==> config.mk <==
export PLATFORM = sky130hd
export DESIGN_NAME = crossbar_alloc
export DESIGN_NICKNAME = d
export VERILOG_FILES = /design/src/rtl/crossbar_alloc.sv
export SDC_FILE = /design/constraint.sdc
export NUM_CORES = 1
export LEC_CHECK = 0
export ABC_AREA = 1
export CAP_MARGIN = 20
export CORE_MARGIN = 2
export CORE_UTILIZATION = 39
export CTS_BUF_LIST = sky130_fd_sc_hd__clkbuf_8
export DETAILED_ROUTE_END_ITERATION = 8
export RECOVER_POWER = 100
export SETUP_SLACK_MARGIN = 0.05
export SLEW_MARGIN = 20
export SYNTH_ARGS = -nofsm -noshare
export SYNTH_HDL_FRONTEND = slang
export SYNTH_SLANG_ARGS = --single-unit
export TNS_END_PERCENT = 1
==> constraint.sdc <==
create_clock -name clk -period 2.4 [get_ports clk]
set_input_delay 0.48 -clock clk [delete_from_list [all_inputs] [get_ports clk]]
set_output_delay 0.48 -clock clk [all_outputs]
set_load 0.03 [all_outputs]
==> src/rtl/crossbar_alloc.sv <==
// Wormhole switch allocator. Each output port has its own round-robin arbiter.
// An output stays locked to its winning input from the head flit through the
// tail flit. The allocator drives crossbar select lines and per-input grants.
module crossbar_alloc #(
  parameter  int PORTS = 4,
  localparam int DW    = $clog2(PORTS)
) (
  input  logic                      clk,
  input  logic                      rst,
  input  logic [PORTS-1:0]          req_i,
  input  logic [PORTS-1:0][DW-1:0]  dest_i,
  input  logic [PORTS-1:0]          tail_i,
  input  logic [PORTS-1:0]          ready_i,
  output logic [PORTS-1:0][DW-1:0]  sel_o,
  output logic [PORTS-1:0]          sel_valid_o,
  output logic [PORTS-1:0]          gnt_o,
  output logic [PORTS-1:0]          lock_o
);

  typedef enum logic {
    ST_IDLE   = 1'b0,
    ST_LOCKED = 1'b1
  } state_t;

  // Successor modulo PORTS. This is written explicitly so that a
  // non-power-of-2 port count never produces an out-of-range pointer.
  function automatic logic [DW-1:0] next_idx(input logic [DW-1:0] x);
    return (x == DW'(PORTS - 1)) ? '0 : x + DW'(1);
  endfunction

  logic [PORTS-1:0] w_xfer;

  generate
    for (genvar gi = 0; gi < PORTS; gi++) begin : g_out
      state_t           r_st, w_st_next;
      logic [DW-1:0]    r_owner, w_owner_next;
      logic [DW-1:0]    r_ptr, w_ptr_next;
      logic [PORTS-1:0] w_cand;
      logic             w_found;
      logic [DW-1:0]    w_winner;
      logic [DW-1:0]    w_sel;
      logic             w_sel_valid;

      // Build the set of inputs whose current flit targets this output.
      always_comb begin
        for (int i = 0; i < PORTS; i++) begin
          w_cand[i] = req_i[i] && (dest_i[i] == DW'(gi));
        end
      end

      // Scan the candidates in rotating order, starting at the priority pointer.
      always_comb begin
        int idx;
        w_found  = 1'b0;
        w_winner = '0;
        for (int k = 0; k < PORTS; k++) begin
          idx = int'(r_ptr) + k;
          if (idx >= PORTS) idx = idx - PORTS;
          if (!w_found && w_cand[idx]) begin
            w_found  = 1'b1;
            w_winner = DW'(idx);
          end
        end
      end

      // Compute the crossbar select for this output and the next lock/owner/pointer.
      always_comb begin
        w_st_next    = r_st;
        w_owner_next = r_owner;
        w_ptr_next   = r_ptr;
        w_sel        = '0;
        w_sel_valid  = 1'b0;
        case (r_st)
          ST_IDLE: begin
            if (w_found) begin
              w_sel       = w_winner;
              w_sel_valid = 1'b1;
              if (ready_i[gi] && tail_i[w_winner]) begin
                w_ptr_next = next_idx(w_winner);
              end else begin
                // Once chosen, the winner keeps the output even if it stalls on its head flit.
                w_st_next    = ST_LOCKED;
                w_owner_next = w_winner;
              end
            end
          end
          ST_LOCKED: begin
            // The output is valid only while the owner still presents a flit for this output.
            w_sel       = r_owner;
            w_sel_valid = w_cand[r_owner];
            if (w_sel_valid && ready_i[gi] && tail_i[r_owner]) begin
              w_st_next  = ST_IDLE;
              w_ptr_next = next_idx(r_owner);
            end
          end
          default: w_st_next = ST_IDLE;
        endcase
      end

      // Hold the per-output lock state, owner and priority pointer.
      always_ff @(posedge clk or posedge rst) begin
        if (rst) begin
          r_st    <= ST_IDLE;
          r_owner <= '0;
          r_ptr   <= '0;
        end else begin
          r_st    <= w_st_next;
          r_owner <= w_owner_next;
          r_ptr   <= w_ptr_next;
        end
      end

      assign sel_o[gi]       = w_sel;
      assign sel_valid_o[gi] = w_sel_valid;
      assign lock_o[gi]      = (r_st == ST_LOCKED);
      assign w_xfer[gi]      = w_sel_valid && ready_i[gi];
    end
  endgenerate

  // Return a grant to each input whose flit crosses the crossbar this cycle.
  always_comb begin
    gnt_o = '0;
    for (int o = 0; o < PORTS; o++) begin
      for (int i = 0; i < PORTS; i++) begin
        if (w_xfer[o] && (sel_o[o] == DW'(i))) gnt_o[i] = 1'b1;
      end
    end
  end

endmodule

-- Yosys cells after proc, flatten, opt, wreduce, memory -nomap -nowiden
Index checks and enable logic that the tools add are counted.
- memories kept: 0
- latch bits: 0
- register bits after elaboration: 20
- word-level logic and storage cells: 420
- memory bits (read-only): 0
- memory bits (writable): 0
- muxes and demuxes: 192
- $mul: 0
- reduce and logical (&&, ||, !) cells: 88
- shifts and indexed selects: 0
- divide/modulo/power cells: 0
- eq/ne operators: 44
- bitwise gates (word level): 8
- add/subtract/negate cells: 36
- $lt $le $gt $ge: 40
- operator list (operator ; number):
    less-than comparator 32 x 4 -> 1 bit, second input constant ; 16
    two-way mux 32 bit ; 16
    two-way mux 1 bit ; 92
    two-way mux 2 bit ; 40
    logical AND 1 bit ; 60
    binary-select mux 1 bit (select 2 bit) ; 28
    == test 2 bit, second input constant ; 24
    subtractor 3 x 3 -> 4 bit, second input constant ; 12
    greater-or-equal comparator 3 bit, second input constant ; 12
    one-hot mux 2 bit (2 select lines) ; 8
    adder 2 x 2 -> 3 bit, second input constant ; 8
    less-than comparator 2 x 3 -> 1 bit, second input constant ; 8
    AND reduction 3 bit ; 8
    adder 2 x 1 -> 2 bit, second input constant ; 8
    == test 2 x 1 -> 1 bit, second input constant ; 8
    zero test 2 bit ; 8
    != test 2 bit, second input constant ; 8
    one-hot mux 1 bit (2 select lines) ; 8
    subtractor 2 x 3 -> 4 bit, second input constant ; 4
    adder 2 x 1 -> 3 bit, second input constant ; 4
    greater-or-equal comparator 2 x 3 -> 1 bit, second input constant ; 4
    zero test 1 bit ; 12
    != test 2 x 1 -> 1 bit, second input constant ; 4
    NOT 1 bit ; 8

-- Depth between registers and ports, before layout
Gate-level depths: netlist (run 1).
- word-level depth: 23
- mapped depth: 18

-- Worst setup path before layout (run 1)
No wires, ideal clock.
- path kind: in2out
- start: input req_i[2]
- end: output gnt_o[3]
- buffers on the path: 1
- stages on the path: 12
- arrival time: 2.156 ns
- required time: 1.920 ns
- path slack: -0.236 ns
- cells stage by stage: buf_4 > nand2_1 > nor2_1 > nand2_1 > nand3_1 > nand2_4 > nand2_4 > o21ai_2 > nor2_4 > o21ai_2 > nand3_1 > nand4_1
- RTL lines (item ; line ; source):
    start, declared ; 10 ; input logic [PORTS-1:0] req_i,
    end, declared ; 16 ; output logic [PORTS-1:0] gnt_o,

-- Worst setup path in the final report (run 1)
- start: register g_out[2].r_ptr[0]
- end: output gnt_o[1]
- cells in the longest elaborated chain, start to end: 21
- RTL lines (item ; line ; source):
    start, declared ; 37 ; logic [DW-1:0] r_ptr, w_ptr_next;
    start signal, assigned ; 109 ; r_ptr <= w_ptr_next;
    parallel branches: the longest is 18 deep, another holds subtractor 3 x 3 -> 4 bit ; - ;
    logical AND 1 bit * ; 125 ; if (w_xfer[o] && (sel_o[o] == DW'(i))) gnt_o[i] = 1'b1;
    two-way mux 1 bit * (2 in series) ; 125 ;
Mark *: on every way between the ends. The select of a mux whose other input is x is not followed.

==> key figures, run 1 <==
Place
  – Post-Place Worst Slack: -0.827 ns
  – HPWL after DPL: 8460 um
  – Count of input and output buffers: 41
  – Final Wtd Congestion: 0.937
  – Placed cells: 771

Setup path
  – Most frequent CP cell: nand2_2
  – CP Buf/Inv Count: 6
  – Slowest stage cell, crit path: dfrtp_2
  – Critical Path Start Type: register
  – R2r endpoint: g_out[0].r_ptr[0]
  – WP depth: 17
  – CP top delay family: simple AND/OR/NAND/NOR gates
  – Worst Path Max Fanout: 6
  – Worst EP arrival: 2.37 ns
  – R2R cell count: 18
  – Setup crit start: g_out[2].r_ptr[0]
  – Worst R2R Setup Slack: 0.25 ns
  – CP max stage delay: 0.46 ns
  – Cell Chain, Critical Path: buf_4, buf_6, nand2_2, buf_4, nand3_1, nand2_2, nand4_1, nand2_2, nand2_4, inv_2, nand2_2, o21ai_4, nand2_1, o21ai_1, inv_1, nand2_2, buf_6
  – WS Path Type: reg2out
  – Reg2reg start: g_out[0].r_ptr[0]
  – CP required: 1.92 ns
  – Critical Path End: gnt_o[1]
  – Critical Path Sink Type: output pin

Clocking
  – CTS tree: built
  – CTS Sinks: 20
  – Worst-skew pair later-pin latency: 0.27 ns
  – H-Tree Depth: 1
  – Clk root buf: clkbuf_8
  – TritonCTS buffer count: 3
  – Maximum clock path buffer count: 2
  – Worst-path clk slew: 0.09 ns

Floorplan
  – Starting Density: 0.400
  – IO Pins: 42
  – Die outline width: 95.5 um
  – Cell row count: 33
  – DIE AREA: 9130 um^2
  – Core area: 8180 um^2
  – Die span in y: 95.5 um

Timing
  – Achievable Freq: 351 MHz
  – Setup WS post-layout: -0.447 ns
  – Clock skew: 0.00771 ns
  – Fin crit share: 1.19
  – Final Max Slew Viols: 0
  – RSZ-0062 raised after global routing: true
  – Final hold vios: 0
  – Count of final setup violators: 15
  – Worst-margin pin slew: 1.33 ns
  – Minimum clock period: 2.85 ns
  – Max-slew headroom at the worst pin: 0.111

Finish
  – Register area: 509 um^2
  – Area growth syn-to-layout: 62.4%
  – Post-layout util: 0.649
  – Finished Layout Cells: 802
  – Nets: 724
  – Multi-input gate area: 2850 um^2
  – Layout fillers: 744
  – Share of layout cells above drive strength 1: 0.496
  – ANT cells: 0

Routing
  – Avg WL per Cell: 14.9 um
  – DRC Markers: 0
  – DRT Wirelength: 12000 um
  – DRT Pass-1 Iters: 4
  – Vias per inst: 5.24
  – Antenna-violating nets left: 0
  – Vias: 4204
  – 1st-iter DRT viols: 161

GRT
  – Total GRT Usage: 0.258
  – Number of global-route vias before repair: 3995
  – First-pass GRT wire length: 18700 um
  – GRT overflow: 0
  – Pin count of the biggest net entering global routing: 21
  – Initial antenna violation count: 0

Synthesis
  – EDFF count, synth: 0
  – Sequential fraction of the synthesis area: 0.153
  – Syn_nets: 565
  – Avg Inst Size Synth: 6.06 um^2
  – Top cell type's share of synthesized area: 0.188
  – Cell variety after synth: 46
  – Post-synth top cells: nand2_1, nand3_1, inv_1
  – Gate Count Post-Synth: 539
  – Yosys top cell by area: nand2_1
  – Asr flop ratio synth: 1.00
  – Synth Warn #: 0
  – Top FF cell, synth: dfrtp_1
  – Top area cells in the synthesized netlist: nand2_1, dfrtp_1, nand3_1
  – Synth Register Bits: 20
  – Netlist Area Pre-Place: 3270 um^2
  – Most numerous cell in the Yosys netlist: nand2_1

Outcome
  – Run status: finished, violations left
  – Failing checks: negative setup slack

Flow run
  – Max cap viols: 0

Power and ir drop
  – Leak: 2.71 nW
  – Worst VDD drop: 0.00103 V
  – P per Cell Area: 1680 nW/um^2

Worst hold path
  – Hold crit path type: reg2reg
-- power breakdown --
| group | internal (mW) | leakage [nW] | switching [mW] |
|---|---|---|---|
| registers | 0.498 | 0.234 | 0.311 |
| logic | 3.51 | 2.44 | 4.29 |
| clock network | 0.147 | 0.0288 | 0.138 |
| total | 4.16 | 2.71 | 4.74 |
-- placed cells by master (no fill, tap or decap), types with 13 or more instances in the layout --
cell type	Yosys	final
a21oi_1	15	15
inv_2	14	17
nand2_2	25	48
nand3_1	94	70
inv_1	46	42
nand2_4	9	16
buf_4	14	128
nand4_1	16	16
nand3_2	18	32
dfrtp_1	20	13
buf_6	2	19
nand2_1	164	134
-- flip-flops by register name, indices dropped and copies added, names as in the netlist --
register and count:
g_out.r_ptr 8, g_out.r_st 4, g_out.r_owner 8
-- per-stage QoR --
stage	hold WS [ns]	cell area (um^2)	total power, mW	TNS [ns]
after floorplan	0.444	3310	5.03	-0.332
after global placement	0.546	4500	7.23	-15.44
after detailed placement	0.568	4500	7.28	-15.65
after CTS	0.576	4970	8.16	-2.82
after global routing	0.615	5310	9.61	-5.42
final	0.590	5310	8.90	-3.56
-- logic make-up after synthesis --
group / Yosys count / synth area share
compound gates: 56 / 0.115
xor+xnor: 6 / 0.0218
fa+ha+maj: 4 / 0.0153
buf+inv: 87 / 0.123
flops: 20 / 0.153
simple gates: 366 / 0.572
-- layout make-up --
| type | instances | share of cell area |
|---|---|---|
| multi-input combinational | 432 | 0.537 |
| clock buffer | 4 | 0.0104 |
| tap | 105 | 0.0248 |
| timing repair buffer | 179 | 0.286 |
| sequential | 20 | 0.0960 |
| inverter | 62 | 0.0455 |
-- per-layer routing --
| metal | GRT usage | vias to the layer above | part of all wire |
|---|---|---|---|
| met2 | 0.444 | 128 | 0.49 |
| li1 | - | 2100 | - |
| met4 | 0.0726 | 0 | 0.024 |
| met1 | 0.342 | 1954 | 0.43 |
| met5 | 0 | - | 0 |
| met3 | 0.0261 | 22 | 0.048 |
-- what timing repair did --
action | CTS | global route
hold buffers | 0 | 0
buffers inserted | 12 | 13
gates cloned | 2 | 0
pin swaps | 40 | 32
setup endpoints to repair | 34 | 16
gates resized for setup | 128 | 53
-- worst min-delay path by stage --
| stage | from | endpoint | slack (ns) | cells after the start |
|---|---|---|---|---|
| after global routing | g_out[3].r_owner[1] | g_out[3].r_owner[1] | 0.61 | 2 |
| after CTS | rst | g_out[1].r_ptr[0] | 0.58 | 3 |
| final | g_out[3].r_owner[1] | g_out[3].r_owner[1] | 0.59 | 2 |
| after detailed placement | g_out[3].r_owner[1] | g_out[3].r_owner[1] | 0.57 | 2 |
| after floorplan | rst | g_out[0].r_owner[0] | 0.44 | 1 |
| after global placement | g_out[3].r_owner[1] | g_out[3].r_owner[1] | 0.55 | 2 |
-- worst register-to-register path, stage by stage, from the launching register on --
cell	delay [ns]
dfrtp_2	0.48
clkinv_4	0.15
nand3_4	0.13
nand2_1	0.08
nand2_1	0.08
nand2_2	0.07
nand2_2	0.11
nand2_4	0.06
nand2_2	0.08
nand3_4	0.09
buf_4	0.16
nand2_1	0.05
nand2_1	0.05
nand2_1	0.06
nand3_2	0.11
nand2_2	0.09
nand2_1	0.07
nand2_1	0.08
nand2_1	0.04
Note: power is estimated with default switching activity, not from simulation.
==> inputs of run 2 (changes only) <==
--- a/config.mk
+++ b/config.mk
@@ -6,13 +6,14 @@
 export NUM_CORES = 1
 export LEC_CHECK = 0
 export ABC_AREA = 1
+export ABC_CLOCK_PERIOD_IN_PS = 2400
 export CAP_MARGIN = 20
 export CORE_MARGIN = 2
 export CORE_UTILIZATION = 39
 export CTS_BUF_LIST = sky130_fd_sc_hd__clkbuf_8
 export DETAILED_ROUTE_END_ITERATION = 8
+export PLACE_DENSITY = 0.72
 export RECOVER_POWER = 100
-export SETUP_SLACK_MARGIN = 0.05
 export SLEW_MARGIN = 20
 export SYNTH_ARGS = -nofsm -noshare
 export SYNTH_HDL_FRONTEND = slang
==> key figures, run 2 (synthesized netlist as in run 1, its figures left out) <==
Place
  – Count of input and output buffers: 41 (unchanged)
  – Final Wtd Congestion: 0.940 (+0.26%)
  – HPWL after DPL: 8170 um (-3.4%)
  – Post-Place Worst Slack: -0.811 ns (+0.0156 ns)

Power and ir drop
  – Sequential share of power: 0.104 (+0.013)
  – Switching power: 4.35 mW (-8.3%)
  – P per Cell Area: 1700 nW/um^2 (+1.3%)
  – Worst VDD drop: 0.000731 V (-29%)
  – Internal power: 3.60 mW (-13%)
  – Clock group share of total power: 0.032 (about the same)
  – Leak: 2.45 nW (-9.5%)
  – Logic gate share of total power: 0.865 (-0.012)
  – Switching Fraction: 0.547 (+0.0144)
  – Power, Total: 7.94 mW (-11%)

Clocking
  – CTS Sinks: 20 (unchanged)
  – Clk root buf: clkbuf_8
  – CTS tree: built
  – Worst-path clk slew: 0.09 ns (about the same)
  – Maximum clock path buffer count: 2 (unchanged)
  – H-Tree Depth: 1 (unchanged)
  – Worst-skew pair later-pin latency: 0.27 ns (about the same)
  – TritonCTS buffer count: 3 (unchanged)

Floorplan
  – Starting Density: 0.400 (unchanged)
  – Die outline width: 95.5 um (unchanged)
  – Die span in y: 95.5 um (unchanged)
  – IO Pins: 42 (unchanged)
  – Cell row count: 33 (unchanged)
  – DIE AREA: 9130 um^2 (unchanged)
  – Core area: 8180 um^2 (unchanged)

GRT
  – Total GRT Usage: 0.242 (-0.0157)
  – Number of global-route vias before repair: 3890 (-2.6%)
  – First-pass GRT wire length: 17600 um (-5.8%)
  – GRT overflow: 0 (unchanged)
  – Pin count of the biggest net entering global routing: 21 (unchanged)
  – Initial antenna violation count: 0 (unchanged)

Outcome
  – Failing checks: negative setup slack
  – Run status: finished, violations left

Finish
  – Most common cell after layout, fill and taps aside: nand2_1
  – Most frequent cells in the layout: nand2_1, buf_4, nand3_1
  – Area growth syn-to-layout: 43.2%
  – Largest regs: g_out.r_owner x8, g_out.r_ptr x8, g_out.r_st x4
  – Layout fillers: 765 (+2.8%)
  – Share of layout cells above drive strength 1: 0.411 (-0.0853)
  – ANT cells: 0 (unchanged)
  – Nets: 692 (-4.4%)

Timing
  – Count of final setup violators: 16 (+1)
  – TNS Setup: -3.24 ns (+0.322 ns)
  – Max-slew headroom at the worst pin: 0.113 (+0.00203)
  – Worst hold slack: 0.592 ns (+0.00239 ns)
  – RSZ-0062 raised after global routing: true
  – Worst-margin pin slew: 1.33 ns (-0.00305 ns)
  – Setup WS post-layout: -0.369 ns (+0.0783 ns)
  – Minimum clock period: 2.77 ns (-0.0783 ns)
  – Final Max Slew Viols: 0 (unchanged)
  – Fin crit share: 1.15 (-0.0326)
  – Final hold vios: 0 (unchanged)
  – Clock skew: 0.000951 ns (-0.00675 ns)
  – Achievable Freq: 361 MHz (+2.8%)

Setup path
  – Critical Path Start Type: register
  – Worst Path Max Fanout: 8 (+2)
  – R2R cell count: 15 (-3)
  – CP max stage delay: 0.51 ns (+0.05 ns)
  – Slowest stage cell, crit path: dfrtp_2
  – Worst R2R Setup Slack: 0.26 ns (about the same)
  – Cell Chain, Critical Path: xor2_2, nand2_1, nand2_2, nand2_4, nor2_2, nand3_2, inv_2, nor2_4, o21ai_4, nor2_1, nor2_1, nand2_2, buf_6
  – Worst EP arrival: 2.29 ns (-0.08 ns)
  – R2r endpoint: g_out[3].r_ptr[0]
  – Critical Path Sink Type: output pin
  – Reg2reg start: g_out[3].r_ptr[0]
  – CP required: 1.92 ns (about the same)
  – WS Path Type: reg2out

Routing
  – DRC Markers: 0 (unchanged)
  – Avg WL per Cell: 13.7 um (-7.9%)
  – DRT Wirelength: 10600 um (-12%)
  – DRT Pass-1 Iters: 4 (unchanged)
  – Antenna-violating nets left: 0 (unchanged)
  – Vias: 3999 (-4.9%)
  – Vias per inst: 5.20 (-0.79%)
  – 1st-iter DRT viols: 174 (+8.1%)

Worst hold path
  – WHS Endpoint: g_out[3].r_owner[1]
  – Hold path start: g_out[3].r_owner[1]
  – Hold crit path type: reg2reg
  – Hold path depth: 2 (unchanged)

Flow run
  – Max cap viols: 0 (unchanged)
[run 2: power groups by stage]
stage               Sequential (mW)  Clock [mW]  Combinational [mW]
floorplan                     0.567           0                4.47
global placement              0.785           0                6.16
detailed placement            0.787           0                6.31
CTS                           0.801       0.254                6.75
global route                  0.861       0.268                7.54
finish                        0.825       0.251                6.87
[run 2: stage by stage]
stage,instance area [um^2],instances,util
after detailed placement,4340,753,0.531
final,4680,769,0.572
after global placement,4340,753,0.531
after CTS,4630,768,0.567
after global routing,4680,769,0.572
after floorplan,3310,539,-
[run 2: area by class of cell]
type                    count  area, um^2  share of cell area
multi-input cells         432        2600               0.557
repair buffers            147        1150               0.247
flip-flops and latches     20         505               0.108
inverters                  62         240              0.0514
well taps                 105         131              0.0281
clock buffers               3        41.3             0.00883
[run 2: worst max-delay path by stage]
stage / from / to / slack (ns) / cells past startpoint
2_1_floorplan: req_i[3] / gnt_o[2] / -0.11 / 12
3_3_place_gp: req_i[2] / gnt_o[0] / -0.78 / 18
3_5_place_dp: req_i[2] / gnt_o[0] / -0.81 / 18
4_1_cts: dest_i[1] / gnt_o[0] / -0.34 / 19
5_1_grt: g_out[2].r_ptr[0] / gnt_o[0] / -0.54 / 13
6_report: g_out[2].r_ptr[0] / gnt_o[0] / -0.37 / 13
[run 2: per-layer routing]
metal | vias to the layer above | global-route usage | routed length (um) | share of wire
met4 | 0 | 0.0702 | 208 | 0.020
met1 | 1847 | 0.301 | 4490 | 0.42
met5 | - | 0 | 0 | 0
li1 | 2027 | - | - | -
met2 | 106 | 0.441 | 5350 | 0.51
met3 | 19 | 0.0245 | 520 | 0.049
[run 2: repair_timing]
| action | in CTS | in global routing |
|---|---|---|
| cloned | 1 | 0 |
| buffers inserted | 12 | 1 |
| hold buffers | 0 | 0 |
| endpoints found under the setup margin | 34 | 16 |
| endpoints found under the hold margin | 0 | 0 |
| pin swaps | 23 | 9 |
| resized for setup | 100 | 13 |
[run 2: critical path, delay by kind of cell, from the launching register on]
kind	cells	cell delay, ns
DFF	1	0.51
AOI/OAI and AO/OA	1	0.24
buffers and inverters	2	0.21
xor gates and xnor gates	1	0.26
and+or+nand+nor	9	0.77
==> inputs of run 3 (changes only) <==
--- a/config.mk
+++ b/config.mk
@@ -8,7 +8,6 @@
 export ABC_AREA = 1
 export ABC_CLOCK_PERIOD_IN_PS = 2400
 export CAP_MARGIN = 20
-export CORE_MARGIN = 2
 export CORE_UTILIZATION = 39
 export CTS_BUF_LIST = sky130_fd_sc_hd__clkbuf_8
 export DETAILED_ROUTE_END_ITERATION = 8
==> key figures, run 3 (synthesized netlist as in run 1, its figures left out) <==
Floorplan
  – DIE AREA: 8750 um^2 (-4.1%)
  – Die outline width: 93.5 um (-2.1%)
  – IO Pins: 42 (unchanged)
  – Starting Density: 0.400 (unchanged)
  – Core area: 8180 um^2 (unchanged)
  – Cell row count: 33 (unchanged)
  – Die span in y: 93.5 um (-2.1%)

Routing
  – Vias per inst: 5.30 (+1.8%)
  – DRT Pass-1 Iters: 5 (+1)
  – Vias: 4189 (+4.8%)
  – Antenna-violating nets left: 0 (unchanged)
  – DRT Wirelength: 11300 um (+7.0%)
  – 1st-iter DRT viols: 212 (+22%)
  – Avg WL per Cell: 14.3 um (+4.0%)
  – DRC Markers: 0 (unchanged)

Finish
  – Most common cell after layout, fill and taps aside: nand2_1
  – Largest regs: g_out.r_owner x8, g_out.r_ptr x8, g_out.r_st x4
  – Finished Layout Cells: 791 (+2.9%)
  – Nets: 714 (+3.2%)
  – ANT cells: 0 (unchanged)
  – Layout fillers: 699 (-8.6%)
  – Share of layout cells above drive strength 1: 0.468 (+0.0568)
  – Most frequent cells in the layout: nand2_1, buf_4, nand3_1
  – Area growth syn-to-layout: 53.1%
  – Post-route cell area: 5000 um^2 (+6.9%)

Setup path
  – Critical Path Sink Type: output pin
  – Slowest stage cell, crit path: dfrtp_2
  – CP required: 1.92 ns (about the same)
  – Cell Chain, Critical Path: buf_12, nand3_2, nand3_1, nand2_1, nand3_2, inv_2, nand2_1, nand2_2, nand2_4, o21ai_4, nor3_2, nor2_1, nand2_2, buf_6
  – CP max stage delay: 0.47 ns (-0.04 ns)
  – WS Path Type: reg2out
  – Critical Path Start Type: register
  – CP top delay family: simple AND/OR/NAND/NOR gates
  – Worst EP arrival: 2.28 ns (about the same)
  – CP Buf/Inv Count: 3 (+1)
  – Worst Path Max Fanout: 5 (-3)

Clocking
  – Clk root buf: clkbuf_8
  – Worst-skew pair later-pin latency: 0.27 ns (about the same)
  – Maximum clock path buffer count: 2 (unchanged)
  – Cts hold-fix bufs: 0 (unchanged)
  – CTS tree: built
  – CTS Sinks: 20 (unchanged)
  – TritonCTS buffer count: 3 (unchanged)
  – Worst-path clk slew: 0.09 ns (about the same)
  – H-Tree Depth: 1 (unchanged)

GRT
  – Number of global-route vias before repair: 4013 (+3.2%)
  – Initial antenna violation count: 1 (+1)
  – Total GRT Usage: 0.257 (+0.0149)
  – First-pass GRT wire length: 17900 um (+2.0%)
  – Pin count of the biggest net entering global routing: 21 (unchanged)
  – GRT overflow: 0 (unchanged)

Timing
  – Max-slew headroom at the worst pin: 0.0424 (-0.0704)
  – RSZ-0062 raised after global routing: true
  – Setup WS post-layout: -0.357 ns (+0.0126 ns)
  – Final Max Slew Viols: 0 (unchanged)
  – Count of final setup violators: 20 (+4)
  – TNS Setup: -4.22 ns (-0.984 ns)
  – Minimum clock period: 2.76 ns (-0.0126 ns)
  – Final hold vios: 0 (unchanged)
  – Worst-margin pin slew: 1.44 ns (+0.106 ns)
  – Achievable Freq: 363 MHz (+0.46%)
  – Clock skew: 0.00101 ns (+0.0000557 ns)
  – Fin crit share: 1.15 (-0.00524)

Place
  – Post-Place Worst Slack: -0.760 ns (+0.0518 ns)
  – Placed cells: 756 (+0.40%)
  – HPWL after DPL: 8120 um (-0.65%)
  – Dpl cell area: 4360 um^2 (+0.52%)
  – Final Wtd Congestion: 0.921 (-2.0%)
  – Count of input and output buffers: 41 (unchanged)

Flow run
  – Max cap viols: 0 (unchanged)

Power and ir drop
  – Clock group share of total power: 0.029 (-0.003)
  – Switching power: 4.56 mW (+4.9%)
  – P per Cell Area: 1700 nW/um^2 (-0.17%)
  – Internal power: 3.92 mW (+9.0%)
  – Sequential share of power: 0.095 (-0.009)
  – Worst VDD drop: 0.000769 V (+5.2%)
  – Leak: 2.58 nW (+5.5%)
  – Logic gate share of total power: 0.876 (+0.011)
  – Switching Fraction: 0.538 (-0.00956)

Outcome
  – Run status: finished, violations left
  – Failing checks: negative setup slack

Worst hold path
  – Hold crit path type: reg2reg
==> run 3: changes by cell type in the layout (fill, tap and decap cells not counted), sizes merged <==
cell	change
clkinv	+2
dlygate4sd3	+1
clkdlybuf4s50	-1
buf	+26
inv	-2
clkdlybuf4s15	-4
==> run 3: area by class of cell <==
class                   count  area (um^2)  area share
clock buffers               3         41.3     0.00826
flip-flops and latches     20          508       0.102
repair buffers            169         1320       0.264
well taps                 105          131      0.0263
inverters                  62          244      0.0488
multi-input cells         432         2760       0.551
==> run 3: timing repair <==
action                                  in CTS  in global routing
cloned                                       1                  0
endpoints found under the setup margin      29                 21
pin swaps                                   44                 27
gates resized for setup                    126                 38
buffers inserted                            27                  4
==> run 3: per-stage QoR <==
step | total power, mW | hold slack [ns] | util
final | 8.48 | 0.570 | 0.612
after CTS | 8.10 | 0.574 | 0.595
after global placement | 7.01 | 0.556 | 0.534
after floorplan | 5.03 | 0.444 | -
after detailed placement | 7.17 | 0.555 | 0.534
after global routing | 9.15 | 0.637 | 0.612
==> run 3: path summary, 6_finish.rpt <==
kind / from / to / slack [ns] / cells after the start
setup / recovery: g_out[0].r_ptr[0] / gnt_o[0] / -0.36 / 14
setup reg to reg: g_out[2].r_ptr[0] / g_out[2].r_ptr[0] / -0.24 / 19
hold reg to reg: g_out[3].r_owner[1] / g_out[3].r_owner[1] / 0.57 / 2
hold / removal: g_out[3].r_owner[1] / g_out[3].r_owner[1] / 0.57 / 2
max in group asynchronous: rst / g_out[3].r_ptr[1] / 0.33 / 3
min in group asynchronous: rst / g_out[2].r_ptr[0] / 1.13 / 3
==> run 3: tightest hold or removal path, cell delays in order, from the launching register on <==
cell and delay (ns):
dfrtp_1 0.41, nand2_1 0.07, o21ai_1 0.06
==> run 3: routing by layer <==
layer	up-vias	share of wire	track usage
li1	2067	-	-
met1	1932	0.42	0.314
met2	155	0.49	0.459
met3	35	0.064	0.0366
met4	0	0.029	0.0885
met5	-	0	0
==> run 3: power by group through the flow <==
stage          clock, mW  combinational, mW  sequential [mW]
2_1_floorplan          0               4.47            0.567
3_3_place_gp           0               6.25            0.764
3_5_place_dp           0               6.40            0.771
4_1_cts            0.252               7.06            0.786
5_1_grt            0.258               8.06            0.832
6_report           0.250               7.43            0.803
